File: src/rtl/seq_scan_pkg.sv
// seq_scan_pkg: shared state encoding, default widths and saturating increment for the scan controller.
package seq_scan_pkg;
  typedef enum logic [1:0] {IDLE, SHIFT, DONE} state_t;
  localparam int WORD_W_DEF  = 8;
  localparam int COUNT_W_DEF = 16;
  localparam int POS_W_DEF   = 16;
  // Works for widths up to 32; callers cast the result back to their own width.
  function automatic logic [31:0] sat_inc(input logic [31:0] v, input int w);
    logic [31:0] top;
    top = (w >= 32) ? '1 : (32'd1 << w) - 32'd1;
    return (v == top) ? v : v + 32'd1;
  endfunction
endpackage

File: src/rtl/seq_scan_if.sv
// seq_scan_if: host word valid/ready handshake; the host drives master, the controller uses slave.
interface seq_scan_if import seq_scan_pkg::*; #(parameter int WORD_W = WORD_W_DEF);
  logic [WORD_W-1:0] word_in;
  logic              word_last;
  logic              word_valid;
  logic              word_ready;
  modport master(output word_in, word_last, word_valid, input word_ready);
  modport slave(input word_in, word_last, word_valid, output word_ready);
endinterface

File: src/rtl/seq_scan_serialiser.sv
// seq_scan_serialiser: MSB-first shift register with a bit counter flagging the last bit of the loaded word.
module seq_scan_serialiser import seq_scan_pkg::*; #(
  parameter int WORD_W = WORD_W_DEF
) (
  input  logic              clock,
  input  logic              nReset,
  input  logic              i_clear,
  input  logic              i_load,
  input  logic              i_shift,
  input  logic [WORD_W-1:0] i_word,
  output logic              o_bit,
  output logic              o_last_bit
);
  localparam int CNT_W = $clog2(WORD_W + 1);
  logic [WORD_W-1:0] r_sr;
  logic [CNT_W-1:0]  r_cnt;
  // Load wins over shift so the next word can replace the one finishing this cycle.
  always_ff @(posedge clock or negedge nReset)
    if (!nReset) begin
      r_sr  <= '0;
      r_cnt <= '0;
    end else if (i_clear) begin
      r_sr  <= '0;
      r_cnt <= '0;
    end else if (i_load) begin
      r_sr  <= i_word;
      r_cnt <= CNT_W'(WORD_W);
    end else if (i_shift) begin
      r_sr  <= {r_sr[WORD_W-2:0], 1'b0};
      r_cnt <= r_cnt - 1'b1;
    end
  assign o_bit      = r_sr[WORD_W-1];
  assign o_last_bit = r_cnt == CNT_W'(1);
endmodule

File: src/rtl/seq_scan_controller.sv
// seq_scan_controller: frame controller feeding a serial pattern detector and summarising its matches.
// SEQ_SCAN_STOP_ON_MATCH_EN: stop stepping after the first match and drain the rest of the frame.
module seq_scan_controller import seq_scan_pkg::*; #(
  parameter int WORD_W  = WORD_W_DEF,
  parameter int COUNT_W = COUNT_W_DEF,
  parameter int POS_W   = POS_W_DEF
) (
  input  logic               clock,
  input  logic               nReset,
  seq_scan_if.slave          host,
  input  logic               abort,
  input  logic               match_in,
  output logic               bit_out,
  output logic               bit_step,
  output logic               det_clear,
  output logic               frame_done,
  output logic [COUNT_W-1:0] match_count,
  output logic               match_found,
  output logic [POS_W-1:0]   first_pos
);
`ifdef SEQ_SCAN_STOP_ON_MATCH_EN
  localparam bit STOP_ON_MATCH = 1'b1;
`else
  localparam bit STOP_ON_MATCH = 1'b0;
`endif
  state_t             r_state;
  logic               r_first, r_last, r_found;
  logic [COUNT_W-1:0] r_cnt, r_res_count;
  logic [POS_W-1:0]   r_pos, r_first_pos, r_res_first;
  logic               r_res_found;
  logic               w_last_bit, w_halt, w_end, w_accept, w_match, w_finish;
  logic [COUNT_W-1:0] w_cnt_nxt;
  logic [POS_W-1:0]   w_first_nxt;

  seq_scan_serialiser #(.WORD_W(WORD_W)) u_ser (
    .clock     (clock),
    .nReset    (nReset),
    .i_clear   (abort),
    .i_load    (w_accept),
    .i_shift   (bit_step),
    .i_word    (host.word_in),
    .o_bit     (bit_out),
    .o_last_bit(w_last_bit)
  );

  // Once halted, every SHIFT cycle is a word boundary so remaining words drain one per cycle.
  assign w_halt          = STOP_ON_MATCH & r_found;
  assign w_end           = w_last_bit | w_halt;
  assign bit_step        = (r_state == SHIFT) & ~w_halt;
  assign host.word_ready = nReset & ~abort & ((r_state == IDLE) | ((r_state == SHIFT) & w_end & ~r_last));
  assign w_accept        = host.word_valid & host.word_ready;
  assign det_clear       = w_accept & r_first;
  assign w_match         = match_in & bit_step;
  assign w_cnt_nxt       = w_match ? COUNT_W'(sat_inc(32'(r_cnt), COUNT_W)) : r_cnt;
  assign w_first_nxt     = (w_match & ~r_found) ? r_pos : r_first_pos;
  assign w_finish        = (r_state == SHIFT) & w_end & r_last;
  assign frame_done      = r_state == DONE;
  assign match_count     = r_res_count;
  assign match_found     = r_res_found;
  assign first_pos       = r_res_first;

  always_ff @(posedge clock or negedge nReset)
    if (!nReset) begin
      r_state     <= IDLE;
      r_first     <= 1'b1;
      r_last      <= 1'b0;
      r_found     <= 1'b0;
      r_cnt       <= '0;
      r_pos       <= '0;
      r_first_pos <= '0;
      r_res_count <= '0;
      r_res_found <= 1'b0;
      r_res_first <= '0;
    end else if (abort) begin
      r_state     <= IDLE;
      r_first     <= 1'b1;
      r_found     <= 1'b0;
      r_cnt       <= '0;
      r_pos       <= '0;
      r_first_pos <= '0;
    end else begin
      r_state <= (r_state == DONE) ? IDLE :
                 w_finish ? DONE :
                 w_accept ? SHIFT :
                 (r_state == SHIFT && w_end) ? IDLE : r_state;
      if (w_accept) begin
        r_last  <= host.word_last;
        r_first <= 1'b0;
      end
      if (bit_step) begin
        r_pos       <= POS_W'(sat_inc(32'(r_pos), POS_W));
        r_cnt       <= w_cnt_nxt;
        r_found     <= r_found | w_match;
        r_first_pos <= w_first_nxt;
      end
      // Results use next-state values so a match on the final bit is included.
      if (w_finish) begin
        r_res_count <= w_cnt_nxt;
        r_res_found <= r_found | w_match;
        r_res_first <= w_first_nxt;
      end
      if (r_state == DONE) begin
        r_first     <= 1'b1;
        r_found     <= 1'b0;
        r_cnt       <= '0;
        r_pos       <= '0;
        r_first_pos <= '0;
      end
    end
endmodule

File: src/flat_wrapper.sv
// flat-port wrapper written by rule: the top's interface ports become plain ports
module seq_scan_controller_flat import seq_scan_pkg::*;
#(
  parameter int WORD_W  = WORD_W_DEF,
  parameter int COUNT_W = COUNT_W_DEF,
  parameter int POS_W   = POS_W_DEF
)
  (clock, nReset, abort, match_in, bit_out, bit_step, det_clear, frame_done, match_count, match_found, first_pos, host_word_in, host_word_last, host_word_valid, host_word_ready);
  seq_scan_if #(.WORD_W(WORD_W)) host_i ();
  input  logic clock;
  input  logic nReset;
  input  logic abort;
  input  logic match_in;
  output logic bit_out;
  output logic bit_step;
  output logic det_clear;
  output logic frame_done;
  output logic [COUNT_W-1:0] match_count;
  output logic match_found;
  output logic [POS_W-1:0] first_pos;
  input wire logic [$bits(host_i.word_in)-1:0] host_word_in;
  input wire logic [$bits(host_i.word_last)-1:0] host_word_last;
  input wire logic [$bits(host_i.word_valid)-1:0] host_word_valid;
  output wire logic [$bits(host_i.word_ready)-1:0] host_word_ready;
  assign host_i.word_in = host_word_in;
  assign host_i.word_last = host_word_last;
  assign host_i.word_valid = host_word_valid;
  assign host_word_ready = host_i.word_ready;
  seq_scan_controller #(.WORD_W(WORD_W), .COUNT_W(COUNT_W), .POS_W(POS_W)) u_core (.clock(clock), .nReset(nReset), .host(host_i), .abort(abort), .match_in(match_in), .bit_out(bit_out), .bit_step(bit_step), .det_clear(det_clear), .frame_done(frame_done), .match_count(match_count), .match_found(match_found), .first_pos(first_pos));
endmodule
File: config.mk
export PLATFORM = sky130hd
export DESIGN_NAME = seq_scan_controller_flat
export DESIGN_NICKNAME = d
export VERILOG_FILES = /design/src/rtl/seq_scan_pkg.sv /design/src/rtl/seq_scan_if.sv /design/src/rtl/seq_scan_serialiser.sv /design/src/rtl/seq_scan_controller.sv /design/src/flat_wrapper.sv
export SDC_FILE = /design/constraint.sdc
export NUM_CORES = 1
export LEC_CHECK = 0
export CAP_MARGIN = 20
export CORE_MARGIN = 3
export CORE_UTILIZATION = 40
export CTS_CLUSTER_SIZE = 16
export DETAILED_ROUTE_END_ITERATION = 10
export PLACE_DENSITY_LB_ADDON = 0.08
export SYNTH_ARGS = -nofsm -noshare
export SYNTH_HDL_FRONTEND = slang
export SYNTH_SLANG_ARGS = --single-unit
File: constraint.sdc
create_clock -name clock -period 2.25 [get_ports clock]
set_clock_uncertainty 0.2 [all_clocks]
set_input_delay 0.675 -clock clock [delete_from_list [all_inputs] [get_ports clock]]
set_output_delay 0.675 -clock clock [all_outputs]
set_load 0.05 [all_outputs]
; Word-level counts from Yosys, hierarchy flattened
; Cells that the tools add are included.
[word_totals]
elab_cells = 74
register_bits = 98
out_inout_bits = 38
inputBits = 14
[classes]
bitwise = 14
n_mux = 30
add_sub_neg = 3
n_reduce_logical = 9
n_eq_ne = 6
[ops]
columns = op, count
row1 = 16-bit two-way mux, 13
row2 = "16-bit by 1-bit adder with 16-bit output, second input constant", 2
row3 = "16-bit == test, second input constant", 2
row4 = 8-bit two-way mux, 3
row5 = 4-bit two-way mux, 3
row6 = 2-bit two-way mux, 5
row7 = 1-bit AND, 9
row8 = 3-bit nonzero test, 3
row9 = 1-bit two-way mux, 6
row10 = 2-bit AND reduction, 3
row11 = 5-bit nonzero test, 1
row12 = "4-bit by 1-bit == test with 1-bit output, second input constant", 1
row13 = "4-bit by 1-bit subtractor with 4-bit output, second input constant", 1
row14 = "3-bit != test, second input constant", 1
row15 = 1-bit inverter, 3
row16 = "2-bit by 1-bit == test with 1-bit output, second input constant", 1
row17 = "2-bit == test, second input constant", 1
row18 = 2-bit zero test, 1
row19 = 1-bit bitwise OR, 2
row20 = 1-bit logical AND, 1

; Depth between registers and ports, before layout
[depth]
word_depth = 10
ltp_mapped = 9
depth_no_buf = 7

; By module
; From an unflattened synthesis, not the netlist that was laid out.
[unflattened]
hier_cells = 486
hier_area_um2 = 4882.2
[by_module_without_submodules]
columns = module, area_per_inst_um2, seq_area_each_um2, cells_per_inst, n_inst
row1 = seq_scan_controller, 4186.5, 2153.3, 424, 1
row2 = seq_scan_serialiser, 695.7, 300.3, 62, 1

; Least setup slack after synthesis
; Ideal clock, no wire load.
[synth_timing]
kind = reg-to-output
start = register u_core.u_ser.r_cnt[1]
end = output det_clear
arrival_ps = 2830
setup_slack_ps = -1455
path_stages_with_launch = 6
n_path_buf = 0
required_time_ps = 1375
cell_sequence = dfrtp_1 -> inv_1 -> ha_1 -> or4b_1 -> a2111oi_2 -> and3_1
[synth_between]
elab_chain_cells = 7
[synth_lines]
columns = element, line_no
row1 = "start, declared", seq_scan_serialiser.sv:16  ; logic [CNT_W-1:0] r_cnt;
row2 = "start signal, assigned", seq_scan_serialiser.sv:27  ; r_cnt <= CNT_W'(WORD_W);
row3 = "start signal, assigned", seq_scan_serialiser.sv:30  ; r_cnt <= r_cnt - 1'b1;
row4 = 4-bit by 1-bit == test with 1-bit output, seq_scan_serialiser.sv:33  ; assign o_last_bit = r_cnt == CNT_W'(1);
row5 = 1-bit AND (2 in series), seq_scan_controller.sv:50  ; assign host.word_ready = nReset & ~abort & ((r_state == IDLE) | ((r_state == SHIFT) & w_end & ~r_last));
row6 = 1-bit bitwise OR, seq_scan_controller.sv:50
row7 = 1-bit AND, seq_scan_controller.sv:50
row8 = named net host_word_ready, flat_wrapper.sv:24  ; output wire logic [$bits(host_i.word_ready)-1:0] host_word_ready;
row9 = 1-bit AND, seq_scan_controller.sv:51  ; assign w_accept = host.word_valid & host.word_ready;
row10 = 1-bit AND, seq_scan_controller.sv:52  ; assign det_clear = w_accept & r_first;
row11 = "end, declared", flat_wrapper.sv:16  ; output logic det_clear;
; The timed path passes the listed nets, and every way through them passes these cells.

; Final worst setup path
[layout_timing]
start = register u_core.u_ser.r_cnt[1]
end = output det_clear
[layout_between]
elab_chain_cells = 7
[layout_lines]
columns = element, line_no
row1 = 4-bit by 1-bit == test with 1-bit output, seq_scan_serialiser.sv:33
row2 = 1-bit AND (2 in series), seq_scan_controller.sv:50
row3 = 1-bit bitwise OR, seq_scan_controller.sv:50
row4 = 1-bit AND, seq_scan_controller.sv:50
row5 = 1-bit AND, seq_scan_controller.sv:51
row6 = 1-bit AND, seq_scan_controller.sv:52
; Every way passes these cells.

==> results by group <==
Setup path
  – Critical path class: reg2out
  – Arrival @ worst endpoint: 2110 ps
  – Critical Path Sink Type: output port
  – Critical path peak fanout: 2
  – Critical register-to-register path startpoint: u_core.u_ser.r_cnt[1]
  – Worst EP required: 1370 ps
  – CP startpoint: u_core.u_ser.r_cnt[1]
  – Startpoint class of the critical path: register

Logic synthesis
  – Average size of a mapped cell: 9.85 um^2
  – Post-synth top cells: sky130_fd_sc_hd__dfrtp_1 (97), sky130_fd_sc_hd__nand2_1 (57), sky130_fd_sc_hd__o21ai_0 (47), sky130_fd_sc_hd__nor2_1 (32), sky130_fd_sc_hd__mux2i_1 (26)
  – Syn Inst Count: 490
  – Count of different cell masters after synthesis: 58
  – Sequential cell area fraction in the yosys report: 50.8%
  – Top cells by area, synth: sky130_fd_sc_hd__dfrtp_1 (50%), sky130_fd_sc_hd__mux2i_1 (5.4%), sky130_fd_sc_hd__o21ai_0 (4.9%), sky130_fd_sc_hd__nand2_1 (4.4%), sky130_fd_sc_hd__a22o_1 (3.4%)
  – Net Count, Synth: 508
  – Top-count cell post-synth: sky130_fd_sc_hd__dfrtp_1
  – Number of enable-type register cells in the synthesized netlist: 0
  – Post-synthesis cell type with the largest combined area: sky130_fd_sc_hd__dfrtp_1
  – Yosys reg bits: 98
  – Post-synth top flop: sky130_fd_sc_hd__dfrtp_1
  – Yosys warning count: 0
  – Netlist area before placement: 4830 um^2
  – Share of synthesized registers carrying an async set or reset: 100%
  – Synth top area share: 50.3%

Clock network
  – Clock root cell: sky130_fd_sc_hd__clkbuf_16
  – Cts-stage hold buffer count: 0
  – Clock-pin slew on the worst setup and hold paths: 60 ps
  – Source-to-sink clock delay at the later pin of the worst-skew pair: 350 ps
  – Total CTS buffers: 9
  – CTS tree: built
  – Clock sink count: 98
  – H-tree levels: 3
  – Buffer levels on the longest clock path: 2

Floorplan
  – Die height: 116 um
  – Die X-Extent: 116 um
  – I/O pin cnt: 52
  – Core region area: 11,600 um^2
  – Initial core utilization: 41.6%
  – Die area: 13,400 um^2
  – Number of standard-cell rows in the floorplan: 39

Min path
  – Worst hold-check path type: reg2reg
  – Startpoint of the lowest-slack hold path: u_core.match_found

Detailed routing
  – Drt drc: 0
  – Total length of routed wires: 11.9 mm
  – Via count: 4,077
  – Average wire per standard cell: 15.7 um
  – DRT iter0 DRCs: 192
  – Via density per instance: 5.39
  – First drt pass iteration count: 4
  – Detail Route Antenna Nets: 0

STA
  – Setup-violating endpoint count in the final report: 17
  – Number of max-slew violations in the final report: 0
  – Hold violation total from the final report: 0
  – RSZ-0062 raised after global routing: yes
  – Worst slew pin tran: 713 ps
  – Worst slew margin: 52.5%
  – Minimum clock period after layout: 2980 ps
  – Fmax: 0.335 GHz
  – Final cycle utilization of the critical path: 132%
  – Final WS setup: -731 ps

Pwr
  – Switching power: 1.06 mW
  – Part of the power in combinational logic: 14.7%
  – Leak pwr: 2.93 nW
  – Power per Cell Area: 612 nW/um^2
  – Total power after layout: 4.01 mW
  – Internal: 2.95 mW
  – Switching fraction of total power: 26.5%
  – Worst ir drop on vdd: 0.453 mV
  – Sequential share of power: 46.5%
  – Share of total power in the clock network: 38.8%

Layout
  – Final-stage net count: 627
  – Fill cell instance count of the final layout: 1,040
  – Combined area of the multi-input logic cells: 2360 um^2
  – Layout cells sized above 1: 30.8%
  – Antenna diodes: 0
  – Final design utilization: 56.5%
  – Synthesis-to-finish area growth: 36.0%
  – Area taken by flip-flops and latches: 2460 um^2
  – Fin area: 6560 um^2

Placed design
  – Post-detailed-placement cell area: 5990 um^2
  – DP HPWL: 8.39 mm
  – Final estimated routing congestion in global placement: 0.851
  – Setup Slack @ Placement: -504 ps
  – Port Buffers: 51

Global routing
  – Antenna violations before repair: 0
  – Largest net degree at the start of global routing: 55
  – Tot GR Track Use: 19.0%
  – Wire length of the first global-routing pass: 20.1 mm
  – Overflow left after global routing: 0
  – Via count of the first global-routing pass: 3,920

Run status
  – Outcome: finished, violations left
  – Failing checks: setup timing

Flow run
  – Max-cap violations: 0
[final cells by class]
class / instances / area share [%]
Clock buffer: 11 / 3.55
Clock inverter: 5 / 0.953
Inverter: 16 / 0.953
Multi-Input combinational cell: 347 / 36.0
Sequential cell: 98 / 37.4
Tap cell: 143 / 2.73
Timing Repair Buffer: 137 / 18.4
[power groups by stage]
stage	combinational (mW)	sequential, mW	clock [mW]
global route	0.643	1.87	1.66
finish	0.589	1.87	1.56
global placement	0.525	1.90	0
detailed placement	0.530	1.90	0
floorplan	0.221	1.95	0
CTS	0.570	1.87	1.61
[per-stage QoR]
stage | TNS, ps | hold slack, ps | instances
floorplan | -7780 | 179 | 490
global placement | -26550 | 256 | 730
detailed placement | -28970 | 266 | 730
CTS | -2550 | 281 | 754
global route | -4020 | 295 | 757
finish | -2260 | 274 | 757
[cell usage in the layout, fill, tap and decap left out, types with 14 or more instances in the layout]
| cell type | count |
|---|---|
| sky130_fd_sc_hd__buf_4 | 107 |
| sky130_fd_sc_hd__dfrtp_1 | 95 |
| sky130_fd_sc_hd__nand2_1 | 49 |
| sky130_fd_sc_hd__o21ai_0 | 47 |
| sky130_fd_sc_hd__nor2_1 | 31 |
| sky130_fd_sc_hd__mux2i_1 | 26 |
| sky130_fd_sc_hd__a21oi_1 | 21 |
| sky130_fd_sc_hd__a22o_1 | 19 |
| sky130_fd_sc_hd__xnor2_1 | 15 |
| sky130_fd_sc_hd__inv_1 | 14 |
[metal layers]
metal  track usage [%]  routed length (um)
met1              27.3                5880
met2              28.7                5380
met3              4.33                 453
met4              5.57                 150
met5                 0                   0
[path summary, 6_finish.rpt]
path | cells past startpoint | slack, ps | endpoint
setup / recovery | 6 | -730 | det_clear
max in group asynchronous | 3 | 960 | u_core.r_pos[8]
setup reg to reg | 7 | -140 | u_core.r_last
min in group asynchronous | 3 | 370 | u_core.match_count[1]
hold / removal | 2 | 270 | u_core.match_found
hold reg to reg | 2 | 270 | u_core.match_found
[registers in the layout (all words and copies together), names as in the netlist]
name,flops
u_core.first_pos,16
u_core.match_count,16
u_core.r_cnt,16
u_core.r_first_pos,16
u_core.r_pos,16
u_core.u_ser.r_sr,8
u_core.u_ser.r_cnt,4
u_core.r_state,2
u_core.match_found,1
u_core.r_first,1
u_core.r_found,1
u_core.r_last,1
[worst max-delay path: stages (launching register included)]
cell	delay, ps
sky130_fd_sc_hd__dfrtp_1	390
sky130_fd_sc_hd__inv_2	80
sky130_fd_sc_hd__ha_4	120
sky130_fd_sc_hd__or4b_4	470
sky130_fd_sc_hd__a2111oi_4	320
sky130_fd_sc_hd__and3_4	240
sky130_fd_sc_hd__buf_12	130
[cells by family (layout without fill, tap and decap cells)]
kind of cell,Yosys count,in the layout,synth area share (%)
and+or+nand+nor,157,157,16.1
DFF,98,98,50.8
muxes,28,28,5.86
adders and majority gates,4,4,1.04
buffers and inverters,45,169,3.91
xor gates and xnor gates,21,21,3.81
AOI/OAI and AO/OA,137,137,18.4
[timing repair]
action	in CTS	in global routing
endpoints found under the setup margin	25	44
cloned	3	0
resized for setup	33	23
pin swaps	9	7
buffers inserted	5	6
Note: power is estimated with default switching activity, not from simulation.
